--- config.mk ---
export PLATFORM = sky130hd
export DESIGN_NAME = huff_freq_sort
export DESIGN_NICKNAME = d
export VERILOG_FILES = /design/src/rtl/huff_pkg.sv /design/src/rtl/huff_cmp_swap.sv /design/src/rtl/huff_freq_sort.sv
export SDC_FILE = /design/constraint.sdc
export NUM_CORES = 1
export LEC_CHECK = 0
export BUFFER_PORTS_ARGS = -buffer_cell sky130_fd_sc_hd__buf_4
export CAP_MARGIN = 40
export CORE_AREA = 2 2 197 199
export CTS_CLUSTER_SIZE = 24
export DETAILED_ROUTE_END_ITERATION = 7
export DIE_AREA = 0 0 199 201
export PLACE_DENSITY_LB_ADDON = 0.05
export SYNTH_ARGS = -nofsm -noshare
export SYNTH_HDL_FRONTEND = slang
export SYNTH_SLANG_ARGS = --single-unit
--- constraint.sdc ---
create_clock -name Clk -period 5 [get_ports Clk]
set_input_delay 0.5 -clock Clk [delete_from_list [all_inputs] [get_ports Clk]]
set_output_delay 0.5 -clock Clk [all_outputs]
set_load 0.01 [all_outputs]
--- src/rtl/huff_pkg.sv ---
// Shared types and sizes for the Huffman frequency sorter.
package huff_pkg;

   localparam int N_SYM = 10;
   localparam int CNT_W = 8;
   localparam int SYM_W = 4;

   typedef enum logic [1:0] {
      IDLE,
      SORT,
      EMIT,
      DONE
   } state_t;

   typedef struct packed {
      logic [SYM_W-1:0] sym;
      logic [CNT_W-1:0] cnt;
   } pair_t;

   // Number of symbols whose count slice on the packed bus is nonzero.
   function automatic logic [SYM_W-1:0] count_nonzero(input logic [N_SYM*CNT_W-1:0] bus);
      logic [SYM_W-1:0] n;
      n = '0;
      for (int k = 0; k < N_SYM; k++) begin
         if (bus[k*CNT_W +: CNT_W] != '0) begin
            n = n + SYM_W'(1);
         end
      end
      return n;
   endfunction

endpackage

--- src/rtl/huff_cmp_swap.sv ---
// Combinational compare-exchange cell: orders two pairs by count, then by symbol.
module huff_cmp_swap
   import huff_pkg::*;
(
   input  pair_t a,
   input  pair_t b,
   output pair_t lo,
   output pair_t hi
);

   logic swap;

   // Equal counts fall back to symbol order so the final sequence is deterministic.
   always_comb begin
      swap = (a.cnt > b.cnt) || ((a.cnt == b.cnt) && (a.sym > b.sym));
      lo   = swap ? b : a;
      hi   = swap ? a : b;
   end

endmodule

--- src/rtl/huff_freq_sort.sv ---
// Captures ten symbol counts, sorts them by odd-even transposition and
// streams the nonzero (symbol, count) pairs lowest-count first.
module huff_freq_sort
   import huff_pkg::*;
(
   input  logic                   Clk,
   input  logic                   Reset,
   input  logic                   Start,
   input  logic [N_SYM*CNT_W-1:0] Count_bus,
   input  logic                   Out_ready,
   output logic                   Out_valid,
   output logic [SYM_W-1:0]       Sym_out,
   output logic [CNT_W-1:0]       Freq_out,
   output logic [SYM_W-1:0]       Nz_cnt,
   output logic                   Done,
   output logic                   Busy
);

   localparam logic [SYM_W-1:0] LAST  = SYM_W'(N_SYM - 1);
   localparam int               N_EVN = N_SYM / 2;
   localparam int               N_ODD = (N_SYM - 1) / 2;

   state_t           state;
   state_t           next_state;
   pair_t            arr    [N_SYM];
   pair_t            sorted [N_SYM];
   pair_t            cell_a [N_EVN];
   pair_t            cell_b [N_EVN];
   pair_t            cell_lo[N_EVN];
   pair_t            cell_hi[N_EVN];
   pair_t            cur;
   logic [SYM_W-1:0] phase;
   logic [SYM_W-1:0] ptr;
   logic [SYM_W-1:0] nz_cnt;
   logic             capture;
   logic             sort_step;
   logic             advance;
   logic             valid_c;
   logic             done_c;
   logic             busy_c;

   // One bank of compare-exchange cells, inputs steered by phase parity.
   for (genvar j = 0; j < N_EVN; j++) begin : g_cell
      localparam int EA = 2 * j;
      localparam int OA = (j < N_ODD) ? (2 * j + 1) : (2 * j);
      assign cell_a[j] = phase[0] ? arr[OA]     : arr[EA];
      assign cell_b[j] = phase[0] ? arr[OA + 1] : arr[EA + 1];
      huff_cmp_swap u_cmp (
         .a  (cell_a[j]),
         .b  (cell_b[j]),
         .lo (cell_lo[j]),
         .hi (cell_hi[j])
      );
   end

   // Write the cell results back to the slots they came from for this phase.
   always_comb begin
      sorted = arr;
      if (!phase[0]) begin
         for (int j = 0; j < N_EVN; j++) begin
            sorted[2*j]     = cell_lo[j];
            sorted[2*j + 1] = cell_hi[j];
         end
      end else begin
         for (int j = 0; j < N_ODD; j++) begin
            sorted[2*j + 1] = cell_lo[j];
            sorted[2*j + 2] = cell_hi[j];
         end
      end
   end

   // State register.
   always_ff @(posedge Clk) begin
      if (!Reset) begin
         state <= IDLE;
      end else begin
         state <= next_state;
      end
   end

   // Next-state decode and per-state control strobes.
   always_comb begin
      next_state = state;
      capture    = 1'b0;
      sort_step  = 1'b0;
      advance    = 1'b0;
      valid_c    = 1'b0;
      done_c     = 1'b0;
      busy_c     = 1'b0;
      cur        = arr[ptr];
      case (state)
         IDLE: begin
            if (Start) begin
               capture    = 1'b1;
               next_state = SORT;
            end
         end
         SORT: begin
            busy_c    = 1'b1;
            sort_step = 1'b1;
            if (phase == LAST) begin
               next_state = EMIT;
            end
         end
         EMIT: begin
            busy_c  = 1'b1;
            valid_c = (cur.cnt != '0);
            advance = !valid_c || Out_ready;
            if (advance && (ptr == LAST)) begin
               next_state = DONE;
            end
         end
         DONE: begin
            done_c = 1'b1;
            if (Start) begin
               capture    = 1'b1;
               next_state = SORT;
            end
         end
         default: next_state = IDLE;
      endcase
   end

   // Pair array, phase counter, emit pointer and nonzero count.
   always_ff @(posedge Clk) begin
      if (!Reset) begin
         for (int k = 0; k < N_SYM; k++) begin
            arr[k] <= '{sym: SYM_W'(k), cnt: '0};
         end
         phase  <= '0;
         ptr    <= '0;
         nz_cnt <= '0;
      end else if (capture) begin
         for (int k = 0; k < N_SYM; k++) begin
            arr[k] <= '{sym: SYM_W'(k), cnt: Count_bus[k*CNT_W +: CNT_W]};
         end
         phase  <= '0;
         ptr    <= '0;
         nz_cnt <= count_nonzero(Count_bus);
      end else if (sort_step) begin
         arr   <= sorted;
         phase <= phase + SYM_W'(1);
         ptr   <= '0;
      end else if (advance) begin
         ptr <= (ptr == LAST) ? '0 : ptr + SYM_W'(1);
      end
   end

   assign Out_valid = valid_c;
   assign Sym_out   = (state == EMIT) ? cur.sym : '0;
   assign Freq_out  = (state == EMIT) ? cur.cnt : '0;
   assign Nz_cnt    = nz_cnt;
   assign Done      = done_c;
   assign Busy      = busy_c;

endmodule

# After elaboration in Yosys (flattened, before gate mapping)

Index checks and enable logic that the tools add are counted.

Bits in registers: 134
Bits of input ports: 84
Output and inout bits: 19

Add/sub/neg operators: 11
$lt $le $gt $ge: 11
Equal/unequal tests: 14
Muxes and demuxes: 68
Bitwise logic cells: 3
Reduce and logical (&&, ||, !) cells: 40

Operator list:

| cell                                                          | number |
|---|---|
| 12-bit two-way mux                                            | 21 |
| 116-bit two-way mux                                           | 2 |
| 4-bit two-way mux                                             | 29 |
| 96-bit two-way mux                                            | 1 |
| 8-bit nonzero test                                            | 11 |
| 12-bit binary-select mux with 4-bit select                    | 1 |
| 4-bit by 1-bit adder with 4-bit output, second input constant | 11 |
| 8-bit == test                                                 | 5 |
| 8-bit greater-than comparator                                 | 5 |
| 4-bit greater-than comparator                                 | 5 |
| 8-bit two-way mux                                             | 2 |
| 3-bit AND reduction                                           | 3 |
| 4-bit == test, second input constant                          | 2 |
| 1-bit two-way mux                                             | 8 |
| 2-bit AND reduction                                           | 4 |
| 1-bit logical AND                                             | 6 |
| 1-bit logical OR                                              | 6 |
| 2-bit two-way mux                                             | 3 |
| 2-bit case mux with 3 select lines                            | 1 |
| 2-bit nonzero test                                            | 3 |
| 2-bit OR reduction                                            | 3 |
| 5-bit greater-or-equal comparator, second input constant      | 1 |
| 4-bit inverter with 5-bit output                              | 1 |
| 2-bit == test, second input constant                          | 2 |
| 8 further kinds                                               | 11 |

# Logic depth before layout (Yosys ltp)

Depth in word-level cells: 39
Depth in mapped cells: 27
Depth with buffers taken out: 27

# Cells and area by module

Synthesis repeated with hierarchy kept, for this count alone.

Cells, all modules: 1,477
Area, all modules: 13,227.7 um^2

Modules (own cells, without submodules):

| module                              | times used | cells an instance | area an instance (um^2) |
|---|---|---|---|
| huff_freq_sort                      | 1          | 1,127             | 9,728.1 |
| huff_cmp_swap (g_cell[0].u_cmp ...) | 4          | 70                | 698.2 |
| huff_cmp_swap (g_cell[4].u_cmp)     | 1          | 70                | 706.9 |

# Worst setup path after synthesis

OpenSTA, ideal clock, no wires.

Path type: input to register
Start point: input port Count_bus[8]
End point: register nz_cnt[2], in the netlist Nz_cnt[2]
Arrival: 5.325 ns
Setup slack: -0.410 ns
Stages: 25
Buffers on the path: 0
Path through: nor4_1 -> nand2_1 -> ha_1 -> inv_1 -> nand3_2 -> and2_1 -> xnor2_1 -> ha_1 -> or3_1 -> nand3_1 -> a31o_1 -> o211ai_2 -> mux2i_2 -> inv_1 -> ha_1 -> and3_2 -> o211ai_1 -> o311ai_4 -> ha_1 -> mux2_2 -> ha_1 -> nand2_1 -> xor2_1 -> xnor2_1 -> a211oi_1

Longest elaborated chain between the ends: 34

Ends and longest elaborated chain:

| what                                   | RTL line              | source |
|---|---|---|
| start: declaration                     | huff_freq_sort.sv:9   | `input logic [N_SYM*CNT_W-1:0] Count_bus,` |
| 8-bit nonzero test (*)                 | huff_pkg.sv:25        | `if (bus[k*CNT_W +: CNT_W] != '0) begin` |
| 4-bit two-way mux (*)                  | huff_pkg.sv:25        |  |
| 4-bit two-way mux (*)                  | huff_freq_sort.sv:133 | `end else if (capture) begin` |
| 4-bit two-way mux (*)                  | huff_freq_sort.sv:126 | `if (!Reset) begin` |
| 4-bit by 1-bit adder with 4-bit output | huff_pkg.sv:26        | `n = n + SYM_W'(1);` |
| 4-bit two-way mux (*)                  | huff_pkg.sv:25        |  |
| 4-bit two-way mux (*)                  | huff_freq_sort.sv:133 |  |
| 4-bit two-way mux (*)                  | huff_freq_sort.sv:126 |  |
| [... 18 more ...]                      | -                     |  |
| 4-bit two-way mux (*)                  | huff_freq_sort.sv:133 |  |
| 4-bit two-way mux (*)                  | huff_freq_sort.sv:126 |  |
| 4-bit by 1-bit adder with 4-bit output | huff_pkg.sv:26        |  |
| 4-bit two-way mux (*)                  | huff_pkg.sv:25        |  |
| 4-bit two-way mux (*)                  | huff_freq_sort.sv:133 |  |
| 4-bit two-way mux (*)                  | huff_freq_sort.sv:126 |  |
| 4-bit by 1-bit adder with 4-bit output | huff_pkg.sv:26        |  |
| 4-bit two-way mux (*)                  | huff_pkg.sv:25        |  |
| end signal: assignment                 | huff_freq_sort.sv:139 | `nz_cnt <= count_nonzero(Count_bus);` |
| end: declaration                       | huff_freq_sort.sv:34  | `logic [SYM_W-1:0] nz_cnt;` |

Every way passes the cells marked *; elsewhere a longest branch is shown, timed or not. The select of a mux whose other input is x is not followed.
A chain may end at the register's enable or synchronous reset.

# Final worst setup path

Start point: input port Count_bus[12]
End point: register nz_cnt[2], in the netlist Nz_cnt[2]

The elaborated chain is that of the path after synthesis.

==> results.md <==
- Outcome: completed
- Filler cell count in the final layout: 4058
- Cell with the most instances after synthesis: nand2_1
- CTS Hold Buffers Added: 0
- Start point of the critical path: Count_bus[12]
- Layout Cells excl Fill: 2064
- Final Hold Slack: 0.298 ns
- Die Footprint: 0.0400 sq mm
- Clock Sink Count: 134
- Tightest Pin Transition: between 0.8 and 0.9 ns
- Placer's final routability congestion estimate: 0.843
- Count of pins on the block boundary: between 100 and 150
- Biggest cell delay along the critical path: 0.36 ns
- Mapped Area: 0.0113 sq mm
- Max-slew violation count: 0
- CTS tree: yes
- Proportion of synthesized chip area in sequential cells: 0.238
- HPWL after detailed placement: ~31 mm
- Largest net degree at the start of global routing: approximately 140
- Number of endpoints with negative hold slack in the final report: 0
- CP Launch Type: primary input
- Cell occurring most often along the worst timing path: ha_4
- Detailed-route via count: 11043
- Synth Flop Type: dfxtp_1
- FF+latch count, synth: approximately 130
- DIE HEIGHT: ~200 um
- Layout overhead on the synthesized area: 21.0%
- Required time reported for the critical path endpoint: 5.30 ns
- Reg-to-reg critical path endpoint: arr[93]
- Routed length per instance: 20.3 um
- RSZ-0062 raised after global routing: true
- Leakage power figure: ~5.5 nW
- TritonCTS Buffers: 17
- DRT Wirelength: around 42 mm
- Die W: 199 um
- Classification of the worst-slack hold path: in -> reg
- Vias in the first global route: 10947
- Number of flops mapped to enable cells by yosys: 0
- Worst reg-to-reg setup slack: 0.89 ns
- Clk slew on worst S/H paths: 0.06 ns
- Number of placement rows: 72
- Critical Path Sink Type: flop
- Antenna violations before repair: 1
- Buffers and inverters on the worst path: 3
- Cell type contributing the most total cell area after synthesis: dfxtp_1
- PD cells: 621 mW/mm^2
- Maxcap violations: 0
- Master cell of the clock root buffer: clkbuf_16
- First-pass iteration count of the detailed router: 5
- Count of input and output buffers: 102
- Post-synth ARST share: 0
- Core area: 0.0381 sq mm
- Number of gates on the worst path with buffers counted: 26
- Buffer levels on the longest clock path: 2
- Shortest period the worst path allows: 4.85 ns
- Initial DRC count: approximately 750
- Number of diodes added for antenna fixing: 0
- Global-route total usage across every layer: 0.215
- Top fanout value on the critical path: 5
- Final worst clock skew: 0.0116 ns
- Global-route wire length before repair: 66.0 mm
- Total congestion overflow after global routing: 0
- Setup-violating endpoint count in the final report: 0
- CP max-delay cell: or3_4
- Clock insertion delay at the later pin of the skew report: 0.46 ns
- Depth of the most critical reg-to-reg path: 14
- Capturing instance or port of the critical path: Nz_cnt[2]
- Highest clock rate: 206 MHz
- Yosys warnings: 0
- Post-synthesis instance total: about 1400
- Arrival @ worst endpoint: between 5 and 6 ns
- Final period util: 0.969
- R2R Path Start: phase[0]
- Fraction of final layout cells with drive strength greater than 1: 0.196
- Drc violations: 0
- Final antenna-violating net count: 0
- Crit-path leading delay family: simple AND/OR/NAND/NOR gates
- Top cell types by occurrence after synthesis: nand2_1, dfxtp_1, a21oi_1, o21ai_0, mux2i_1
- Synthesized netlist net count: 1598
- Leading cell types by total area after synthesis: dfxtp_1, ha_1, nand2_1, mux2i_1, mux4_2
- Layout Nets: around 1700
- Yosys cell types: 82
- H-tree level count: 4
- Yosys top cell area share: 0.238
- Starting Density: 0.296
- Type of the setup path with the least slack: in -> reg
- Routed via count divided by cell count: between 5 and 6
- Synthesized area divided by synthesized cell count: just under 8 sq um
- Maximum VDD drop: 439 uV
- Total placed cells including tap cells: 2032
- Relative slew slack: 0.437
-- worst min-delay path: stages --
cell and delay (ns):
buf_4 0.10, nand3_1 0.06, o21ai_0 0.06
-- through the flow --
stage | setup TNS [ns] | utilization | area [sq um] | power (mW) | setup slack (ns)
6_report | 0 | 0.358 | 13700 | 8.48 | 0.153
5_1_grt | -0.151 | 0.358 | 13700 | 9.26 | -0.0978
3_3_place_gp | -0.823 | 0.341 | 13000 | 7.22 | -0.365
4_1_cts | 0 | 0.356 | 13600 | 8.53 | 0.0752
2_1_floorplan | -0.0885 | - | 11400 | 5.53 | -0.0885
3_5_place_dp | -0.988 | 0.342 | 13000 | 7.23 | -0.407
-- cells by family (layout without fill, tap and decap cells) --
family | count (synthesis) | count (layout) | share of synthesized area
and+or+nand+nor | 494 | 494 | 0.206
AOI/OAI and AO/OA | 430 | 430 | 0.259
buffers and inverters | 158 | 264 | 0.0542
DFF | 134 | 134 | 0.238
muxes | 130 | 130 | 0.144
adders and majority gates | 74 | 74 | 0.0820
xor gates and xnor gates | 20 | 20 | 0.0175
-- layout make-up --
cell class              count  area (sq um)  area share
multi-input cells        1148          8190       0.600
flip-flops and latches    134          2690       0.197
repair buffers            173          1340      0.0979
well taps                 518           648      0.0475
clock buffers              26           489      0.0358
inverters                  61           231      0.0170
clock inverters             4          70.1     0.00513
-- registers in the layout, indices dropped and copies added, names as in the netlist --
name,count
phase,4
ptr,4
arr,120
state,2
Nz_cnt,4
-- report_power, final --
group | total, mW | internal, mW | switching [mW]
Sequential | 1.88 | 1.40 | 0.484
Combinational | 5.33 | 2.14 | 3.19
Clock | 1.27 | 0.766 | 0.504
-- routing by layer --
layer	part of all wire	track usage	vias up
li1	-	-	5479
met1	0.50	0.312	5339
met2	0.46	0.340	199
met3	0.035	0.0311	26
met4	0.0086	0.0389	0
met5	0	0	-
-- how the worst min path moves through the flow --
stage                        from        end  depth (start not counted)
floorplan                 arr[92]    arr[92]                          2
global placement        Nz_cnt[0]  Nz_cnt[0]                          2
detailed placement      Nz_cnt[0]  Nz_cnt[0]                          2
CTS                 Count_bus[70]    arr[18]                          3
global route        Count_bus[70]    arr[18]                          3
finish               Count_bus[9]    arr[97]                          3
-- cells in the final DEF, fill, tap and decap left out, types with 25 or more instances in the layout --
cell type / netlist / final
a21boi_0: 33 / 33
a21oi_1: 102 / 101
and2_1: 26 / 25
buf_4: 1 / 170
dfxtp_1: 134 / 132
ha_1: 74 / 67
inv_1: 60 / 55
mux2i_1: 89 / 89
nand2_1: 241 / 237
nand3_1: 29 / 28
nor2_1: 87 / 85
o21ai_0: 93 / 91
o22ai_1: 29 / 29
-- timing repair --
| item | CTS | global route |
|---|---|---|
| setup endpoints to repair | 0 | 3 |
| setup buffers | 0 | 2 |
| gates resized for setup | 0 | 7 |
Power figures use the tool's default switching activity.
